===== config.mk =====
export PLATFORM = sky130hd
export DESIGN_NAME = uart_receiver
export DESIGN_NICKNAME = d
export VERILOG_FILES = /design/src/rtl/uart_receiver.sv
export SDC_FILE = /design/constraint.sdc
export NUM_CORES = 1
export LEC_CHECK = 0
export ABC_AREA = 1
export BUFFER_PORTS_ARGS = -buffer_cell sky130_fd_sc_hd__buf_2
export CAP_MARGIN = 20
export CORE_MARGIN = 5
export CORE_UTILIZATION = 50
export DETAILED_ROUTE_END_ITERATION = 8
export GPL_TIMING_DRIVEN = 0
export PLACE_DENSITY = 0.67
export SYNTH_ARGS = -nofsm -noshare
export SYNTH_HDL_FRONTEND = slang
export SYNTH_SLANG_ARGS = --single-unit

===== constraint.sdc =====
create_clock -name i_clock -period 1.66 [get_ports i_clock]
set_input_delay 0.332 -clock i_clock [delete_from_list [all_inputs] [get_ports i_clock]]
set_output_delay 0.332 -clock i_clock [all_outputs]
set_load 0.005 [all_outputs]

===== src/rtl/uart_receiver.sv =====
// 8N1 UART receiver: 2-flop input sync, centre sampling, one-cycle o_RX_DV / o_Frame_Err pulses; no backpressure.
// Latency: o_RX_DV about 2 + ((CLKS_PER_BIT-1)/2+1) + 9*CLKS_PER_BIT + 1 cycles after the start edge.
module uart_receiver #(
  parameter int CLKS_PER_BIT = 87
) (
  input  logic       i_clock,
  input  logic       i_reset_n,
  input  logic       i_RX_Serial,
  output logic [7:0] o_RX_Byte,
  output logic       o_RX_DV,
  output logic       o_RX_Active,
  output logic       o_Frame_Err
);

  localparam int CW = (CLKS_PER_BIT > 1) ? $clog2(CLKS_PER_BIT) : 1;
  localparam logic [CW-1:0] CNT_HALF = CW'((CLKS_PER_BIT - 1) / 2);
  localparam logic [CW-1:0] CNT_FULL = CW'(CLKS_PER_BIT - 1);

  localparam logic [2:0] S_IDLE      = 3'd0;
  localparam logic [2:0] S_START     = 3'd1;
  localparam logic [2:0] S_DATA      = 3'd2;
  localparam logic [2:0] S_STOP      = 3'd3;
  localparam logic [2:0] S_CLEANUP   = 3'd4;
  localparam logic [2:0] S_WAIT_IDLE = 3'd5;

  logic [2:0]    state_q, state_d;
  logic [CW-1:0] count_q, count_d;
  logic [2:0]    index_q, index_d;
  logic [7:0]    shift_q, shift_d;
  logic [7:0]    byte_q, byte_d;
  logic          dv_q, dv_d;
  logic          ferr_q, ferr_d;
  logic          rx_meta_q, rx_meta_d;
  logic          rx_s_q, rx_s_d;

  always_comb begin
    state_d   = state_q;
    count_d   = count_q;
    index_d   = index_q;
    shift_d   = shift_q;
    byte_d    = byte_q;
    dv_d      = 1'b0;
    ferr_d    = 1'b0;
    rx_meta_d = i_RX_Serial;
    rx_s_d    = rx_meta_q;

    case (state_q)
      S_IDLE: begin
        count_d = '0;
        index_d = '0;
        if (!rx_s_q) state_d = S_START;
      end
      S_START: begin
        // A start bit that is gone by its centre was a glitch.
        if (count_q == CNT_HALF) begin
          count_d = '0;
          state_d = rx_s_q ? S_IDLE : S_DATA;
        end else begin
          count_d = count_q + 1'b1;
        end
      end
      S_DATA: begin
        if (count_q == CNT_FULL) begin
          count_d          = '0;
          shift_d[index_q] = rx_s_q;
          if (index_q == 3'd7) begin
            index_d = '0;
            state_d = S_STOP;
          end else begin
            index_d = index_q + 1'b1;
          end
        end else begin
          count_d = count_q + 1'b1;
        end
      end
      S_STOP: begin
        if (count_q == CNT_FULL) begin
          count_d = '0;
          if (rx_s_q) begin
            byte_d  = shift_q;
            dv_d    = 1'b1;
            state_d = S_CLEANUP;
          end else begin
            ferr_d  = 1'b1;
            state_d = S_WAIT_IDLE;
          end
        end else begin
          count_d = count_q + 1'b1;
        end
      end
      S_CLEANUP: state_d = S_IDLE;
      // Hold off re-triggering until a break releases the line.
      S_WAIT_IDLE: if (rx_s_q) state_d = S_IDLE;
      default: begin
        state_d = S_IDLE;
        count_d = '0;
        index_d = '0;
      end
    endcase
  end

  always_ff @(posedge i_clock or negedge i_reset_n) begin
    if (!i_reset_n) begin
      state_q   <= S_IDLE;
      count_q   <= '0;
      index_q   <= '0;
      shift_q   <= '0;
      byte_q    <= '0;
      dv_q      <= 1'b0;
      ferr_q    <= 1'b0;
      rx_meta_q <= 1'b1;
      rx_s_q    <= 1'b1;
    end else begin
      state_q   <= state_d;
      count_q   <= count_d;
      index_q   <= index_d;
      shift_q   <= shift_d;
      byte_q    <= byte_d;
      dv_q      <= dv_d;
      ferr_q    <= ferr_d;
      rx_meta_q <= rx_meta_d;
      rx_s_q    <= rx_s_d;
    end
  end

  assign o_RX_Byte   = byte_q;
  assign o_RX_DV     = dv_q;
  assign o_Frame_Err = ferr_q;
  assign o_RX_Active = (state_q == S_START) || (state_q == S_DATA) || (state_q == S_STOP);

endmodule


After elaboration in Yosys (flattened, before gate mapping)
Index checks and enable logic that the tools add are counted.
- add/subtract/negate cells: 2
- bitwise gates (word level): 1
- muxes and demuxes: 24
- reduce and logical (&&, ||, !) cells: 11
- equality and inequality tests: 14
- order comparisons: 2
- operators by type and width (kind ; number):
    two-way mux 3 bit ; 8
    one-hot mux 7 bit (3 select lines) ; 1
    one-hot mux 3 bit (5 select lines) ; 1
    two-way mux 7 bit ; 2
    != test 2 bit (second input constant) ; 6
    equality test 3 bit (second input constant) ; 3
    bitwise mux 8 bit ; 1
    two-way mux 1 bit ; 8
    adder 7 x 1 -> 7 bit (second input constant) ; 1
    equality test 7 x 6 -> 1 bit (second input constant) ; 1
    equality test 7 bit (second input constant) ; 1
    equality test 3 x 2 -> 1 bit (second input constant) ; 2
    one-hot mux 3 bit (2 select lines) ; 1
    AND reduction 6 bit ; 1
    < comparator 3 x 4 -> 1 bit (second input constant) ; 1
    AND reduction 2 bit ; 2
    OR reduction 2 bit ; 2
    OR reduction 4 bit ; 1
    adder 3 x 1 -> 3 bit (second input constant) ; 1
    demux 1 bit (select 3 bit) ; 1
    equality test 3 x 1 -> 1 bit (second input constant) ; 1
    >= comparator 3 x 1 -> 1 bit (second input constant) ; 1
    logical NOT 3 bit ; 1
    AND reduction 3 bit ; 1
    other kinds (4) ; 5
- output and inout port bits: 11
- bits in registers: 33
- input port bits: 3

Depth between registers and ports, before layout
- depth in word-level cells: 5
- gate-level depth with buffers: 9

Least setup slack after synthesis
No wires, ideal clock.
- path type: flip-flop to flip-flop
- from: register count_q[0]
- to: register shift_q[0]
- library setup time: 0.132 ns
- arrival: 1.189 ns
- path buffers: 0
- data required time: 1.528 ns
- period minus slack after synthesis: 1.321 ns
- path slack: 0.339 ns
- cell stages (with the launch flop): 9
- cells stage by stage: dfrtp_1 > inv_1 > ha_1 > nand2_1 > nand3b_4 > nor2_4 > nand3_1 > nand2_1 > o21ai_1
- word-level cells in the longest chain between the ends: 2
- RTL lines (item ; line ; RTL):
    from (decl) ; 27 ; logic [CW-1:0] count_q, count_d;
    from (signal assigned) ; 115 ; count_q <= count_d;
    equality test 7 bit ; 63 ; if (count_q == CNT_FULL) begin
    AND reduction 2 bit (no line) ; n/a ;
    to (signal assigned) ; 117 ; shift_q <= shift_d;
    to (decl) ; 29 ; logic [7:0] shift_q, shift_d;
Every way passes these cells.
A chain may end at the register's enable or synchronous reset.

Worst setup path after layout
- from: register state_q[2]
- to: output o_RX_Active
- word-level cells in the longest chain between the ends: 3
- elaborated cells on any way between the ends: 5
- classes of those cells: eq/ne: 3; reduce/logical: 2
- RTL lines (item ; line ; RTL):
    from (decl) ; 26 ; logic [2:0] state_q, state_d;
    from (signal assigned) ; 114 ; state_q <= state_d;
    equality test 3 x 1 -> 1 bit / equality test 3 x 2 -> 1 bit (equally long branches) ; 129 ; assign o_RX_Active = (state_q == S_START) || (state_q == S_DATA) || (state_q == S_STOP);
    logical OR 1 bit ; 129 ;
    logical OR 1 bit (*) ; 129 ;
    to (decl) ; 11 ; output logic o_RX_Active,
Mark *: on every way between the ends. The rest lies on a longest branch, timed or not.

==> impl_metrics.yaml <==
logic_synthesis:
  syn_avg_cell_area_um2: 8.42
  synth-edff-count: 0
  yosys_warnings: 0
  yosysTopAreaCellShare_pct: 48.2
  synthArstFlopShare_pct: 100
  synth_most_common_cell: "nand2_1"
  syn_nets: 198
  syn_inst: 191
  synth_top_area_cell: "dfrtp_1"
  synth_cell_types: 21
  synth_area_um2: 1610
  yosysSeqAreaShare_pct: 51.5
  yosys-top-cells-count: "66 x nand2_1, 31 x dfrtp_1, 13 x inv_1, 13 x nand3_1, 13 x nor2_1"
  synthFlopType: "dfrtp_1"
  netlist_top_cells_area: "dfrtp_1 48%, nand2_1 15%, nand3_1 4.0%"
  ys_ff_latch: 33
sta:
  rsz0062_at_grt: "false"
  drv_slew: 0
  fmax_mhz: 641
  worst_pin_slew_ns: 0.700
  fin_setup_tns_ns: 0
  skew_ns: 0.00540
  whs_ns: 0.0236
  period_needed_ns: 1.56
  slew_headroom_pct: 53.3
  timing.final.crit_share_pct: 94.0
  setup_viol: 0
  hold_violations: 0
finish:
  instances_no_fill: 256
  layout-drive-gt1-share_pct: 21.2
  final_nets: 218
  area_growth_pct: 13.9
  num_antenna_cells: 0
place:
  gp_congestion: 0.868
  hpwl_mm: 2.15
  io_buffers: 13
  placed_cells_incl_taps: 248
clock_network:
  numCtsBuffers: 5
  root_buffer: "clkbuf_4"
  h-tree-depth: 2
  clock-sinks: 33
  clock_path_buffers: 2
  clock_latency_ns: 0.34
  cts_tree: "yes"
  post-cts-setup-buffer-count: 0
  clk_pin_slew_worst_paths_ns: 0.10
floorplanning:
  rows: 20
  io-pin-count: 14
  dieHeight_um: 66.7
  start_util_pct: 52.2
  die_w_um: 66.7
  dieArea_um2: 4450
  core_um2: 3080
setup_path:
  cp-start-kind: "flop"
  path_max_fanout: 5
  worst-setup-path-type: "flop to output pin"
  worst_setup_path_end_kind: "output pin"
  crit_arrival_ns: 1.23
  cp.required_ns: 1.33
routing:
  viasPerCell: 4.99
  first_iter_violations: 67
  avgRoutedWirePerCell_um: 11.6
  num_vias: 1277
  drcViolationCount: 0
  first_pass_iters: 4
  drt_wl_total_mm: 2.98
  ant_nets: 0
job:
  cap_viol_max_count: 0
power_and_ir_drop:
  vdd_drop_max_mv: 0.681
  pwr_density_cell_nw_per_um2: 1060
  p_leak_nw: 0.973
global_route:
  antenna_found_initial: 0
  grt.overflow.total: 0
  grt_max_degree: 34
  gr-usage-all-layers_pct: 16.5
  grt_pass1_vias: 1251
  grt_pass1_wl_mm: 5.46
status:
  status: "finished clean"
worst_hold_path:
  hold_class: "input port to async pin"
## layout by cell type, fill, tap and decap left out, drive strengths merged, types with 6 or more instances in the layout
master / n
dfrtp: 31
o21ai: 15
a21oi: 6
inv: 18
nor2: 20
buf: 13
clkbuf: 6
nand2: 71
nand3: 15
## layer usage
metal | global-route usage [%] | vias up | share of wire, %
met5 | 0 | - | 0
met4 | 9.14 | 0 | 2.4
met3 | 4.05 | 7 | 4.0
met2 | 27.4 | 23 | 47
met1 | 19.4 | 599 | 46
li1 | - | 648 | -
## logic make-up after synthesis
kind of cell	count (synthesis)	synth area share (%)
AOI/OAI and AO/OA	21	6.54
xor gates and xnor gates	2	1.09
adders and majority gates	4	3.11
buffers and inverters	20	4.98
DFF	33	51.5
and+or+nand+nor	111	32.8
## through the flow
| step | power [W] | instance area [um^2] | utilization [%] | setup WS (ns) |
|---|---|---|---|---|
| final | 0.00194 | 1830 | 59.5 | 0.0996 |
| after global routing | 0.00207 | 1830 | 59.5 | 0.0225 |
| after CTS | 0.00197 | 1830 | 59.5 | 0.0780 |
| after detailed placement | 0.00121 | 1730 | 56.1 | 0.181 |
| after global placement | 0.00119 | 1730 | 56.1 | 0.219 |
| after floorplan | 0.00113 | 1610 | - | 0.339 |
## final timing paths
kind	startpoint	endpoint	slack, ns	cells after the start
setup / recovery	state_q[2]	o_RX_Active	0.1	4
hold / removal	i_reset_n	o_RX_Byte[1]	0.02	1
setup reg to reg	count_q[0]	shift_q[4]	0.17	8
hold reg to reg	rx_meta_q	rx_s_q	0.36	0
max in group asynchronous	i_reset_n	state_q[2]	1.15	1
min in group i_clock	i_RX_Serial	rx_meta_q	0.08	1
## area by class of cell
type | instances | area, um^2
plain buffers | 1 | 3.75
multi-input cells | 138 | 699
clock inverters | 3 | 65.1
inverters | 19 | 76.3
fillers | 276 | 1250
repair buffers | 13 | 65.1
flip-flops and latches | 33 | 830
well taps | 44 | 55.1
clock buffers | 5 | 37.5
## where the power goes
part	leakage (nW)	internal, W	switching [W]
clock network	0.0552	0.000466	0.000281
registers	0.442	0.000844	0.0000522
logic	0.476	0.0000933	0.000205
## registers in the layout, indices dropped and copies added, names as in the netlist
name / count
o_RX_Byte: 8
shift_q: 8
count_q: 7
index_q: 3
state_q: 3
o_Frame_Err: 1
o_RX_DV: 1
rx_meta_q: 1
rx_s_q: 1
## what timing repair did
item	CTS	global route
gates resized for setup	0	1
endpoints found under the setup margin	0	1
hold buffers	0	0
endpoints found under the hold margin	0	0
## worst max-delay path, cell delays in order, from the launching register on
cell	delay, ns
dfrtp_2	0.46
inv_2	0.11
nand2_2	0.10
o21ai_0	0.09
buf_2	0.13
(Power assumes the default switching activity.)
